### config.mk
export PLATFORM = sky130hd
export DESIGN_NAME = load_store_unit
export DESIGN_NICKNAME = d
export VERILOG_FILES = /design/src/rtl/core_defs.sv /design/src/rtl/lsu_align.sv /design/src/rtl/load_store_unit.sv
export SDC_FILE = /design/constraint.sdc
export NUM_CORES = 1
export LEC_CHECK = 0
export CAP_MARGIN = 20
export CORE_ASPECT_RATIO = 1.1
export CORE_MARGIN = 3
export CORE_UTILIZATION = 45
export CTS_CLUSTER_DIAMETER = 50
export DETAILED_ROUTE_END_ITERATION = 16
export PLACE_DENSITY_LB_ADDON = 0.3
export SETUP_SLACK_MARGIN = 0.5
export SYNTH_ARGS = -nofsm -noshare
export SYNTH_HDL_FRONTEND = slang
export SYNTH_SLANG_ARGS = --single-unit
### constraint.sdc
create_clock -name i_clk -period 2.85 [get_ports i_clk]
set_clock_uncertainty 0.15 [all_clocks]
set_input_delay 0.285 -clock i_clk [delete_from_list [all_inputs] [get_ports i_clk]]
set_output_delay 0.285 -clock i_clk [all_outputs]
set_load 0.03 [all_outputs]
### src/rtl/core_defs.sv
`default_nettype none
// ============================================================================
// Package      : core_defs
// Description  : Shared definitions for the load/store path: RV32I funct3
//                encodings, the canonical NOP, LSU state encodings and the
//                request-legality helper used at accept time and in lsu_align.
// Revision     : 1.0 - initial release
// ============================================================================
package core_defs;

    // RV32I load funct3 encodings
    localparam logic [2:0] c_F3_LB  = 3'b000;
    localparam logic [2:0] c_F3_LH  = 3'b001;
    localparam logic [2:0] c_F3_LW  = 3'b010;
    localparam logic [2:0] c_F3_LBU = 3'b100;
    localparam logic [2:0] c_F3_LHU = 3'b101;

    // RV32I store funct3 encodings
    localparam logic [2:0] c_F3_SB  = 3'b000;
    localparam logic [2:0] c_F3_SH  = 3'b001;
    localparam logic [2:0] c_F3_SW  = 3'b010;

    // Canonical RV32I NOP (addi x0, x0, 0)
    localparam logic [31:0] c_NOP   = 32'h0000_0013;

    // LSU state encodings
    localparam int          c_ST_W       = 3;
    localparam logic [2:0]  c_ST_IDLE    = 3'd0;
    localparam logic [2:0]  c_ST_READ    = 3'd1;
    localparam logic [2:0]  c_ST_EXTRACT = 3'd2;
    localparam logic [2:0]  c_ST_MERGE   = 3'd3;
    localparam logic [2:0]  c_ST_WRITE   = 3'd4;
    localparam logic [2:0]  c_ST_RESP    = 3'd5;

    // A request faults on an unknown funct3 or when its address is not
    // naturally aligned to the access size (funct3[1:0] encodes the size).
    function automatic logic lsu_fault(input logic       is_store,
                                       input logic [2:0] funct3,
                                       input logic [1:0] addr_lo);
        logic illegal;
        logic misaligned;
        if (is_store) begin
            illegal = (funct3 > c_F3_SW);
        end else begin
            illegal = (funct3 == 3'b011) || (funct3 == 3'b110) || (funct3 == 3'b111);
        end
        case (funct3[1:0])
            2'b01:   misaligned = addr_lo[0];
            2'b10:   misaligned = |addr_lo;
            default: misaligned = 1'b0;
        endcase
        return illegal | misaligned;
    endfunction

endpackage
`default_nettype wire

### src/rtl/lsu_align.sv
`default_nettype none
// ============================================================================
// Module       : lsu_align
// Description  : Purely combinational lane logic for the load/store unit.
//                Extracts and extends the addressed lane of a memory word for
//                loads, splices store data into a memory word for sub-word
//                stores, and flags misaligned/illegal requests.
// Ports        : i_word       - memory word (little-endian lanes)
//                i_addr_lo    - byte address bits [1:0]
//                i_funct3     - RV32I funct3
//                i_is_store   - 1 = store, 0 = load
//                i_wdata      - store data (rs2)
//                o_load_data  - extended load value
//                o_store_word - i_word with the target lane replaced
//                o_fault      - misaligned or illegal request
// Revision     : 1.0 - initial release
// ============================================================================
module lsu_align
    import core_defs::*;
(
    input  logic [31:0] i_word,
    input  logic [1:0]  i_addr_lo,
    input  logic [2:0]  i_funct3,
    input  logic        i_is_store,
    input  logic [31:0] i_wdata,
    output logic [31:0] o_load_data,
    output logic [31:0] o_store_word,
    output logic        o_fault
);

    logic [7:0]  w_byte;
    logic [15:0] w_half;

    // Lane selection
    always_comb begin
        w_byte = i_word[7:0];
        case (i_addr_lo)
            2'd0:    w_byte = i_word[7:0];
            2'd1:    w_byte = i_word[15:8];
            2'd2:    w_byte = i_word[23:16];
            default: w_byte = i_word[31:24];
        endcase
        w_half = i_addr_lo[1] ? i_word[31:16] : i_word[15:0];
    end

    // Load extension
    always_comb begin
        o_load_data = '0;
        case (i_funct3)
            c_F3_LB:  o_load_data = {{24{w_byte[7]}}, w_byte};
            c_F3_LH:  o_load_data = {{16{w_half[15]}}, w_half};
            c_F3_LW:  o_load_data = i_word;
            c_F3_LBU: o_load_data = {24'd0, w_byte};
            c_F3_LHU: o_load_data = {16'd0, w_half};
            default:  o_load_data = '0;
        endcase
    end

    // Store merge: untouched lanes keep the word read from memory
    always_comb begin
        o_store_word = i_word;
        case (i_funct3)
            c_F3_SB: begin
                case (i_addr_lo)
                    2'd0:    o_store_word[7:0]   = i_wdata[7:0];
                    2'd1:    o_store_word[15:8]  = i_wdata[7:0];
                    2'd2:    o_store_word[23:16] = i_wdata[7:0];
                    default: o_store_word[31:24] = i_wdata[7:0];
                endcase
            end
            c_F3_SH: begin
                if (i_addr_lo[1]) begin
                    o_store_word[31:16] = i_wdata[15:0];
                end else begin
                    o_store_word[15:0]  = i_wdata[15:0];
                end
            end
            default: o_store_word = i_wdata;
        endcase
    end

    assign o_fault = lsu_fault(i_is_store, i_funct3, i_addr_lo);

endmodule
`default_nettype wire

### src/rtl/load_store_unit.sv
`default_nettype none
// ============================================================================
// Module       : load_store_unit
// Description  : Converts RV32I loads/stores into word-wide memory strobes.
//                Sub-word stores are performed as read-modify-write; faults
//                are reported without touching memory.
// Ports        : i_clk, i_reset (sync, active-low)
//                i_valid/o_ready        - request handshake
//                i_is_store, i_funct3, i_addr, i_wdata - request fields
//                o_valid, o_rdata, o_fault - one-cycle completion
//                o_mem_addr, o_mem_wdata, o_mem_read, o_mem_write,
//                i_mem_rdata             - synchronous data memory port
// Revision     : 1.0 - initial release
// ============================================================================
module load_store_unit
    import core_defs::*;
#(
    parameter int W = 32,
    parameter int D = 8
) (
    input  logic         i_clk,
    input  logic         i_reset,
    input  logic         i_valid,
    output logic         o_ready,
    input  logic         i_is_store,
    input  logic [2:0]   i_funct3,
    input  logic [D-1:0] i_addr,
    input  logic [W-1:0] i_wdata,
    output logic         o_valid,
    output logic [W-1:0] o_rdata,
    output logic         o_fault,
    output logic [D-1:0] o_mem_addr,
    output logic [W-1:0] o_mem_wdata,
    output logic         o_mem_read,
    output logic         o_mem_write,
    input  logic [W-1:0] i_mem_rdata
);

    logic [c_ST_W-1:0] r_state;
    logic [c_ST_W-1:0] w_state_next;

    logic [D-1:0] r_addr;
    logic [W-1:0] r_wdata;
    logic [2:0]   r_funct3;
    logic         r_is_store;
    logic [W-1:0] r_rdata;
    logic         r_fault;

    logic         w_accept;
    logic         w_req_fault;
    logic [W-1:0] w_load_data;
    logic [W-1:0] w_merged;
    logic         w_unused_fault;

    assign w_accept    = i_valid & o_ready;
    // Legality is judged on the live request so a fault skips memory entirely
    assign w_req_fault = lsu_fault(i_is_store, i_funct3, i_addr[1:0]);

    // Lane logic works on the latched request and the returning memory word
    lsu_align u_align (
        .i_word       (i_mem_rdata),
        .i_addr_lo    (r_addr[1:0]),
        .i_funct3     (r_funct3),
        .i_is_store   (r_is_store),
        .i_wdata      (r_wdata),
        .o_load_data  (w_load_data),
        .o_store_word (w_merged),
        .o_fault      (w_unused_fault)
    );

    // State register
    always_ff @(posedge i_clk) begin
        if (!i_reset) begin
            r_state <= c_ST_IDLE;
        end else begin
            r_state <= w_state_next;
        end
    end

    // Next-state logic
    always_comb begin
        w_state_next = r_state;
        case (r_state)
            c_ST_IDLE: begin
                if (w_accept) begin
                    if (w_req_fault) begin
                        w_state_next = c_ST_RESP;
                    end else if (i_is_store && (i_funct3 == c_F3_SW)) begin
                        w_state_next = c_ST_WRITE;
                    end else begin
                        w_state_next = c_ST_READ;
                    end
                end
            end
            c_ST_READ:    w_state_next = r_is_store ? c_ST_MERGE : c_ST_EXTRACT;
            c_ST_EXTRACT: w_state_next = c_ST_RESP;
            c_ST_MERGE:   w_state_next = c_ST_RESP;
            c_ST_WRITE:   w_state_next = c_ST_RESP;
            c_ST_RESP:    w_state_next = c_ST_IDLE;
            default:      w_state_next = c_ST_IDLE;
        endcase
    end

    // Output logic; handshake, strobes and completion are masked while in
    // reset so an in-flight write never reaches memory.
    always_comb begin
        o_ready     = 1'b0;
        o_valid     = 1'b0;
        o_mem_read  = 1'b0;
        o_mem_write = 1'b0;
        o_mem_addr  = '0;
        o_mem_wdata = '0;
        case (r_state)
            c_ST_IDLE: o_ready = i_reset;
            c_ST_READ: begin
                o_mem_read = i_reset;
                o_mem_addr = r_addr;
            end
            c_ST_MERGE: begin
                o_mem_write = i_reset;
                o_mem_addr  = r_addr;
                o_mem_wdata = w_merged;
            end
            c_ST_WRITE: begin
                o_mem_write = i_reset;
                o_mem_addr  = r_addr;
                o_mem_wdata = r_wdata;
            end
            c_ST_RESP: o_valid = i_reset;
            default: ;
        endcase
    end

    // Request latch and registered response
    always_ff @(posedge i_clk) begin
        if (!i_reset) begin
            r_addr     <= '0;
            r_wdata    <= '0;
            r_funct3   <= '0;
            r_is_store <= 1'b0;
            r_rdata    <= '0;
            r_fault    <= 1'b0;
        end else begin
            if (w_accept) begin
                r_addr     <= i_addr;
                r_wdata    <= i_wdata;
                r_funct3   <= i_funct3;
                r_is_store <= i_is_store;
                if (w_req_fault) begin
                    r_rdata <= '0;
                    r_fault <= 1'b1;
                end
            end
            case (r_state)
                c_ST_EXTRACT: begin
                    r_rdata <= w_load_data;
                    r_fault <= 1'b0;
                end
                c_ST_MERGE, c_ST_WRITE: begin
                    r_rdata <= '0;
                    r_fault <= 1'b0;
                end
                default: ;
            endcase
        end
    end

    assign o_rdata = r_rdata;
    assign o_fault = r_fault;

endmodule
`default_nettype wire

# Yosys cells after proc, flatten, opt, wreduce, memory -nomap -nowiden
# Cells that the tools add are included.
[classes] n_addsub=0 mul=0 div_mod_pow=0 n_lt_le_gt_ge=1 n_eq_ne=18 shift=0 mux=26 bitwise=3 n_reduce_logical=16
[op_table] op="one-hot mux 32 bit (2 select lines)" count=3
[op_table] op="one-hot mux 32 bit (5 select lines)" count=1
[op_table] op="two-way mux 32 bit" count=2
[op_table] op="two-way mux 16 bit" count=3
[op_table] op="two-way mux 8 bit" count=5
[op_table] op="one-hot mux 8 bit (3 select lines)" count=1
[op_table] op="equality test 3 bit, second input constant" count=6
[op_table] op="equality test 3 x 2 -> 1 bit, second input constant" count=5
[op_table] op="two-way mux 3 bit" count=3
[op_table] op="one-hot mux 3 bit (3 select lines)" count=1
[op_table] op="OR reduction 3 bit" count=3
[op_table] op="equality test 3 x 1 -> 1 bit, second input constant" count=2
[op_table] op="logical NOT 3 bit" count=2
[op_table] op="two-way mux 1 bit" count=6
[op_table] op="nonzero test 3 bit" count=2
[op_table] op="equality test 2 x 1 -> 1 bit, second input constant" count=2
[op_table] op="equality test 2 bit, second input constant" count=2
[op_table] op="AND reduction 2 bit" count=2
[op_table] op="OR reduction 2 bit" count=2
[op_table] op="OR reduction 4 bit" count=1
[op_table] op="greater-than comparator 3 x 2 -> 1 bit, second input constant" count=1
[op_table] op="logical NOT 2 bit" count=1
[op_table] op="logical OR 1 bit" count=2
[op_table] op="inequality test 2 bit, second input constant" count=1
[op_table] op="other kinds (5)" count=5
[totals] regBits=80 latchBits=0 ramBits=0 mem_bits_ro=0 input_bits=79 word_cells=71 n_memories=0

# Longest topological paths before layout
# Gate-level depths: netlist (run 1).
[logic_depth] ltp_word=8 depth_mapped=8 depth_no_buf=6

# By module
# Synthesis (run 1) repeated with hierarchy kept, for this count alone.
[unflattened] cells_unflattened=715 area_unflattened_um2=5352.6
[by_module_without_submodules] mod="load_store_unit" instances=1 cells_per_inst=426 area_per_inst_um2=3343.2 seq_area_each_um2=1601.5
[by_module_without_submodules] mod="lsu_align" instances=1 cells_per_inst=289 area_per_inst_um2=2009.4 seq_area_each_um2=0.0

# Worst setup path before layout (run 1)
# No wires, ideal clock.
[synth_path] path_kind="register -> output" startpoint="register r_addr[1]" endpoint="output o_mem_wdata[16]" arrival_ns=1.947 required_ns=2.415 setup_slack_ns=0.468 path_stages_with_launch=7 n_path_buf=3 cell_sequence="dfxtp_1 > buf_2 > buf_2 > buf_2 > nand2_2 > mux2i_1 > o21ai_0"
[synth_between] elab_chain_len=4
[synth_lines] element="start: declaration" line="load_store_unit.sv:42" rtl="logic [D-1:0] r_addr;"
[synth_lines] element="start signal: assignment" line="load_store_unit.sv:145" rtl="r_addr <= i_addr;"
[synth_lines] element="equality test 2 bit" line="lsu_align.sv:64" rtl="case (i_addr_lo)"
[synth_lines] element="two-way mux 8 bit" line="lsu_align.sv:64"
[synth_lines] element="one-hot mux 32 bit (2 select lines) *" line="lsu_align.sv:62" rtl="case (i_funct3)"
[synth_lines] element="one-hot mux 32 bit (2 select lines) *" line="load_store_unit.sv:113" rtl="case (r_state)"
[synth_lines] element="end: declaration" line="load_store_unit.sv:33" rtl="output logic [W-1:0] o_mem_wdata,"
# Every way passes the cells marked *; elsewhere a longest branch is shown, timed or not.

# Worst setup path after layout (run 1)
[layout_path] startpoint="register r_funct3[1]" endpoint="output o_mem_wdata[12]"
[layout_between] elab_chain_len=3
[layout_lines] element="start: declaration" line="load_store_unit.sv:44" rtl="logic [2:0] r_funct3;"
[layout_lines] element="start signal: assignment" line="load_store_unit.sv:147" rtl="r_funct3 <= i_funct3;"
[layout_lines] element="equality test 3 x 1 -> 1 bit or logical NOT 3 bit (tied branches)" line="lsu_align.sv:62"
[layout_lines] element="one-hot mux 32 bit (2 select lines) *" line="lsu_align.sv:62"
[layout_lines] element="one-hot mux 32 bit (2 select lines) *" line="load_store_unit.sv:113"
# Marked as above.

==> impl_metrics.toml, run 1 <==
[run_status]
outcome = "completed"

[synth]
synth.distinct_cells = 52
syn_inst = 561
syn_avg_cell_area_um2 = 8.28
ys_async_sr_fraction_pct = 0
synth-seq-cells = 80
synth_seq_area_share_pct = 34.5
yosysWarnings = 0
syn-cell-area_um2 = 4640
synthFlopType = "dfxtp_1"
synth-edff-count = 0
synth_fp_nets = 643

[drt]
post_drt_wl_per_cell_um = 19.4
drc_errors = 0
dr.pass1.iters = 5
ant_nets = 0
dr_total_vias = 4937
drt_iter0_drc = 245
drt-total-wl_um = 16500
via_per_inst = 5.81

[worst_hold_path]
worstHoldPathCells = 3
min_from = "i_addr[5]"
min_to = "r_addr[5]"
hp-class = "primary input to register"

[setup_path]
endpoint_kind = "primary output"
path_class = "register to primary output"
required_ps = 2410
rrSetupSlack_ps = 740
reg2reg_to = "o_rdata[28]"
slowest_delay_ps = 400
cpLargestDelayFamily = "simple AND/OR/NAND/NOR gates"
r2r_start = "r_addr[1]"
critPathMaxFanout = 6
rr_worst_depth = 6
path_cells = "or3_4 -> nor3b_4 -> buf_6 -> a22oi_2 -> o2bb2ai_1 -> buf_4"
crit_buf_inv = 2
cp.arrival_ps = 1990
crit_path_start_kind = "register"
cpMaxStageDelayCell = "or3_4"

[pwr]
power_frac_comb_pct = 36.5
p_clk_share_pct = 27.9
peakVddDrop_mv = 0.317
swShare_pct = 34.7
p_switching_uw = 1300
power.leakage_uw = 0.00270
cellPowerDensity_nw_per_um2 = 545
power.internal_uw = 2450
sequentialPowerShare_pct = 35.6

[layout]
syn2layout_area_growth_pct = 48.4
nNetsFinal = 807
diodes = 0
fill_cells = 784
drive_gt1_share_pct = 22.6
final_cells = 850
final_cell_mix = "clkdlybuf4s50_1 (111), nand2_1 (104), dfxtp_1 (75)"
final_common_cell = "clkdlybuf4s50_1"

[grt]
grt_max_degree = 33
antenna_found_initial = 0
grt_usage_pct = 27.3
first_global_vias = 4805
grt_pass1_wl_um = 24600
globalRouteOverflowTotal = 0

[floorplan]
die-area_um2 = 11600
ios = 156
row_count = 38
die_y_um = 113
placeableCoreArea_um2 = 9980
die_x_um = 103
start_util_pct = 46.5

[sta]
period_minus_slack_ps = 2430
tightest_slew_ps = 1040
slew_violations = 0
worst_slack_ps = 422
rsz0062_at_grt = "true"
maxClockFrequency_ghz = 0.412
slew_headroom_pct = 30.3
fin_setup_tns_ps = 0
hold_violations = 0
setup_viol = 0
finalCritPeriodShare_pct = 85.2

[clock_network]
cts_made_buffers = 9
cts_buffer_depth = 2
path_clk_slew_ps = 80
cts_root_buf = "clkbuf_8"
clk_latency_ps = 350
clock-sinks = 80
h-tree-depth = 3
cts_tree = "done"

[placed_design]
dp_hpwl_um = 12000
gp_congestion = 0.898
place_inst = 815
io_buffer_count = 155
dp_slack_ps = 346

[flow_run]
drv_cap = 0
## how the worst max path moves through the flow
stage                     cells past startpoint         endpoint        start  slack [ps]
final                                         6  o_mem_wdata[12]  r_funct3[1]         420
after global routing                          6  o_mem_wdata[10]  r_funct3[1]         390
after CTS                                     5  o_mem_wdata[30]  r_funct3[1]         310
after detailed placement                      5  o_mem_wdata[30]  r_funct3[1]         350
after global placement                        5   o_mem_wdata[9]  r_funct3[1]         380
after floorplan                               6  o_mem_wdata[10]  r_funct3[1]         610
## layout make-up
cell class | instances | area (um^2) | share of cell area [%]
tap | 120 | 150 | 2.18
sequential | 80 | 1620 | 23.4
clock inverter | 5 | 103 | 1.49
timing repair buffer | 197 | 1880 | 27.2
inverter | 39 | 146 | 2.12
multi-input combinational | 398 | 2850 | 41.3
clock buffer | 11 | 151 | 2.20
## kinds of logic (layout without fill, tap and decap cells)
| logic type | count (synthesis) | in the layout | synth area share, % |
|---|---|---|---|
| AOI/OAI and AO/OA | 163 | 163 | 26.9 |
| and+or+nand+nor | 193 | 193 | 20.9 |
| muxes | 39 | 39 | 8.68 |
| DFF | 80 | 80 | 34.5 |
| adders and majority gates | 3 | 3 | 0.808 |
| buffers and inverters | 83 | 252 | 8.30 |
## cells in the mapped netlist, types with 2 or more instances
| library cell | instances | area share [%] |
|---|---|---|
| a211oi_1 | 17 | 2.7 |
| a21oi_1 | 7 | 0.75 |
| a22o_1 | 15 | 2.8 |
| a22oi_1 | 9 | 1.5 |
| a32oi_1 | 8 | 1.5 |
| buf_1 | 4 | 0.32 |
| buf_2 | 17 | 1.8 |
| buf_4 | 4 | 0.65 |
| buf_6 | 5 | 1.2 |
| clkbuf_1 | 14 | 1.1 |
| dfxtp_1 | 80 | 34 |
| ha_1 | 3 | 0.81 |
| inv_1 | 38 | 3.1 |
| mux2i_1 | 38 | 8.2 |
| nand2_1 | 105 | 8.5 |
| nand2b_1 | 10 | 1.3 |
| nand3_1 | 39 | 4.2 |
| nand3b_1 | 2 | 0.32 |
| nor2_1 | 5 | 0.40 |
| nor2b_1 | 10 | 1.3 |
| nor3_1 | 3 | 0.32 |
| nor3b_2 | 2 | 0.54 |
| nor4b_1 | 4 | 0.75 |
| o21a_1 | 2 | 0.32 |
| o21ai_0 | 27 | 2.9 |
| o21ai_1 | 20 | 2.2 |
| o22ai_1 | 8 | 1.1 |
| o22ai_2 | 16 | 4.3 |
| o2bb2ai_1 | 24 | 4.5 |
| o31ai_1 | 3 | 0.49 |
## metrics by stage
stage | area (um^2) | total power (uW) | utilization (%) | hold slack, ps
2_1_floorplan | 4640 | 2120 | - | 234
3_3_place_gp | 6230 | 2530 | 62.4 | 289
6_report | 6890 | 3750 | 69.0 | 308
4_1_cts | 6690 | 3670 | 67.0 | 292
5_1_grt | 6890 | 3900 | 69.0 | 307
3_5_place_dp | 6230 | 2560 | 62.4 | 299
## power groups by stage
stage	clock network (uW)	registers (uW)	logic, uW
2_1_floorplan	0	1370	751
3_3_place_gp	0	1340	1190
3_5_place_dp	0	1350	1210
4_1_cts	1060	1330	1280
5_1_grt	1100	1350	1460
6_report	1050	1340	1370
## state kept, by name (all words and copies together) (netlist names)
signal      cells
o_fault         1
o_rdata        32
r_addr          8
r_funct3        3
r_is_store      1
r_state         3
r_wdata        32
## worst register-to-register path: stages, from the launching register on
cell,delay (ps)
dfxtp_1,390
buf_6,150
buf_12,160
mux2i_1,110
nor3_2,810
a211oi_1,120
o22ai_2,150
## layer usage
metal  vias to the layer above  track usage [%]  share of wire, %
met5                         -                0                 0
met4                         0             13.1               4.3
met3                        52             5.41               7.0
met2                       220             44.7                48
met1                      2329             33.8                40
li1                       2336                -                 -
## timing repair
action | in CTS | in global routing
endpoints found under the hold margin | 0 | 0
setup endpoints to repair | 50 | 39
resized for setup | 60 | 45
hold buffers | 0 | 0
pin swaps | 9 | 10
cloned | 1 | 2
setup buffers | 5 | 11
Note: power is estimated with default switching activity, not from simulation.
==> run 2: changes to the inputs <==
--- a/config.mk
+++ b/config.mk
@@ -11,6 +11,7 @@
 export CORE_UTILIZATION = 45
 export CTS_CLUSTER_DIAMETER = 50
 export DETAILED_ROUTE_END_ITERATION = 16
+export MAX_ROUTING_LAYER = met4
 export PLACE_DENSITY_LB_ADDON = 0.3
 export SETUP_SLACK_MARGIN = 0.5
 export SYNTH_ARGS = -nofsm -noshare
==> run 2 against run 1 <==
Power is 4.3% lower. Routed wire length is 2.8% higher. Worst setup slack worse by 57 ps. Clock power down 20%. Die area stayed put. Sequential power is essentially flat. Register-to-register slack got worse by 100 ps. Largest power group unchanged.
==> impl_metrics.toml, run 2 (synthesis results as in run 1) <==
[placed_design]
place_area_um2 = 6240
place_inst = 816
io_buffer_count = 155
dp_hpwl_um = 12200
gp_congestion = 0.940

[grt]
antenna_found_initial = 0
grt_pass1_wl_um = 25200
first_global_vias = 4854
grt_max_degree = 33
globalRouteOverflowTotal = 0
grt_usage_pct = 28.7

[pwr]
swShare_pct = 37.6
p_switching_uw = 1350
power.internal_uw = 2240
power_frac_comb_pct = 39.3
peakVddDrop_mv = 0.327
p_clk_share_pct = 23.3
power.leakage_uw = 0.00273
cellPowerDensity_nw_per_um2 = 520
sequentialPowerShare_pct = 37.4

[setup_path]
rrSetupSlack_ps = 640
startpoint = "r_funct3[1]"
endpoint = "o_mem_wdata[11]"
critPathMaxFanout = 6
reg2reg_to = "o_rdata[31]"
path_class = "register to primary output"
path_cells = "or3_4 -> nor3b_4 -> buf_6 -> a22oi_2 -> o2bb2ai_2 -> buf_6"
endpoint_kind = "primary output"
cp.arrival_ps = 2050
path_common_cell = "buf_6"
required_ps = 2410
slowest_delay_ps = 410
crit_path_start_kind = "register"
cpMaxStageDelayCell = "or3_4"
rr_worst_depth = 5
r2r_start = "r_funct3[1]"

[layout]
final_cell_mix = "clkdlybuf4s50_1 (111), nand2_1 (97), dfxtp_1 (75)"
final_cells = 848
drive_gt1_share_pct = 24.5
final_common_cell = "clkdlybuf4s50_1"
final_area_um2 = 6910
syn2layout_area_growth_pct = 48.7
diodes = 0
nNetsFinal = 805

[floorplan]
row_count = 38
die_x_um = 103
die_y_um = 113
die-area_um2 = 11600
ios = 156
start_util_pct = 46.5
placeableCoreArea_um2 = 9980

[sta]
finalCritPeriodShare_pct = 87.2
tightest_slew_ps = 1110
slew_violations = 0
setup_viol = 0
hold_violations = 0
maxClockFrequency_ghz = 0.402
rsz0062_at_grt = "true"
fin_setup_tns_ps = 0
period_minus_slack_ps = 2490
slew_headroom_pct = 25.6

[drt]
drt_iter0_drc = 407
drt-total-wl_um = 17000
dr_total_vias = 4952
drc_errors = 0
via_per_inst = 5.84
post_drt_wl_per_cell_um = 20.0
dr.pass1.iters = 6
ant_nets = 0

[clock_network]
cts_tree = "done"
holdBufCountCts = 0
cts_buffer_depth = 2
cts_made_buffers = 9
cts_root_buf = "clkbuf_8"
h-tree-depth = 3
clock-sinks = 80
path_clk_slew_ps = 90
clk_latency_ps = 360

[run_status]
outcome = "completed"

[flow_run]
drv_cap = 0

[worst_hold_path]
hp-class = "primary input to register"
==> run 2: worst max-delay path, delay by kind of cell (launching register included) <==
family | cells | cell delay [ps]
AOI/OAI and AO/OA | 2 | 310
buffers and inverters | 2 | 330
and+or+nand+nor | 2 | 680
DFF | 1 | 360
==> run 2: cell type report <==
cell class,count,area (um^2)
flip-flops and latches,80,1610
repair buffers,195,1870
clock buffers,11,131
well taps,120,150
inverters,39,146
multi-input cells,398,2940
fillers,808,3080
clock inverters,5,56.3
==> run 2: worst min-delay path by stage <==
stage	start	end	depth (start not counted)
4_1_cts	i_wdata[26]	r_wdata[26]	3
3_3_place_gp	r_addr[3]	r_addr[3]	2
6_report	i_wdata[17]	r_wdata[17]	3
5_1_grt	i_wdata[25]	r_wdata[25]	3
2_1_floorplan	i_addr[2]	r_addr[2]	2
3_5_place_dp	r_addr[3]	r_addr[3]	2
==> run 2: power by group through the flow <==
| stage | Combinational [uW] | Clock (uW) | Sequential (uW) |
|---|---|---|---|
| floorplan | 751 | 0 | 1370 |
| global placement | 1200 | 0 | 1340 |
| detailed placement | 1220 | 0 | 1350 |
| CTS | 1280 | 841 | 1330 |
| global route | 1500 | 889 | 1350 |
| finish | 1410 | 838 | 1340 |
==> run 2: per-layer routing <==
layer | global-route usage, % | routed length (um)
met4 | 11.2 | 597
met1 | 35.6 | 6840
met2 | 45.9 | 8410
met3 | 5.16 | 1150
met5 | - | 0
==> run 2: timing repair <==
action	4_1_cts	5_1_grt
pin swaps	7	21
cloned	1	0
endpoints found under the setup margin	45	39
gates resized for setup	58	78
buffers inserted	4	11
hold endpoints to repair	0	0
==> run 2: metrics by stage <==
| stage | power [uW] | util, % | setup WS (ps) | hold WS [ps] |
|---|---|---|---|---|
| 2_1_floorplan | 2120 | - | 610 | 234 |
| 3_3_place_gp | 2540 | 62.5 | 386 | 289 |
| 3_5_place_dp | 2570 | 62.5 | 341 | 298 |
| 4_1_cts | 3450 | 66.0 | 358 | 290 |
| 5_1_grt | 3740 | 69.2 | 305 | 305 |
| 6_report | 3590 | 69.2 | 364 | 300 |
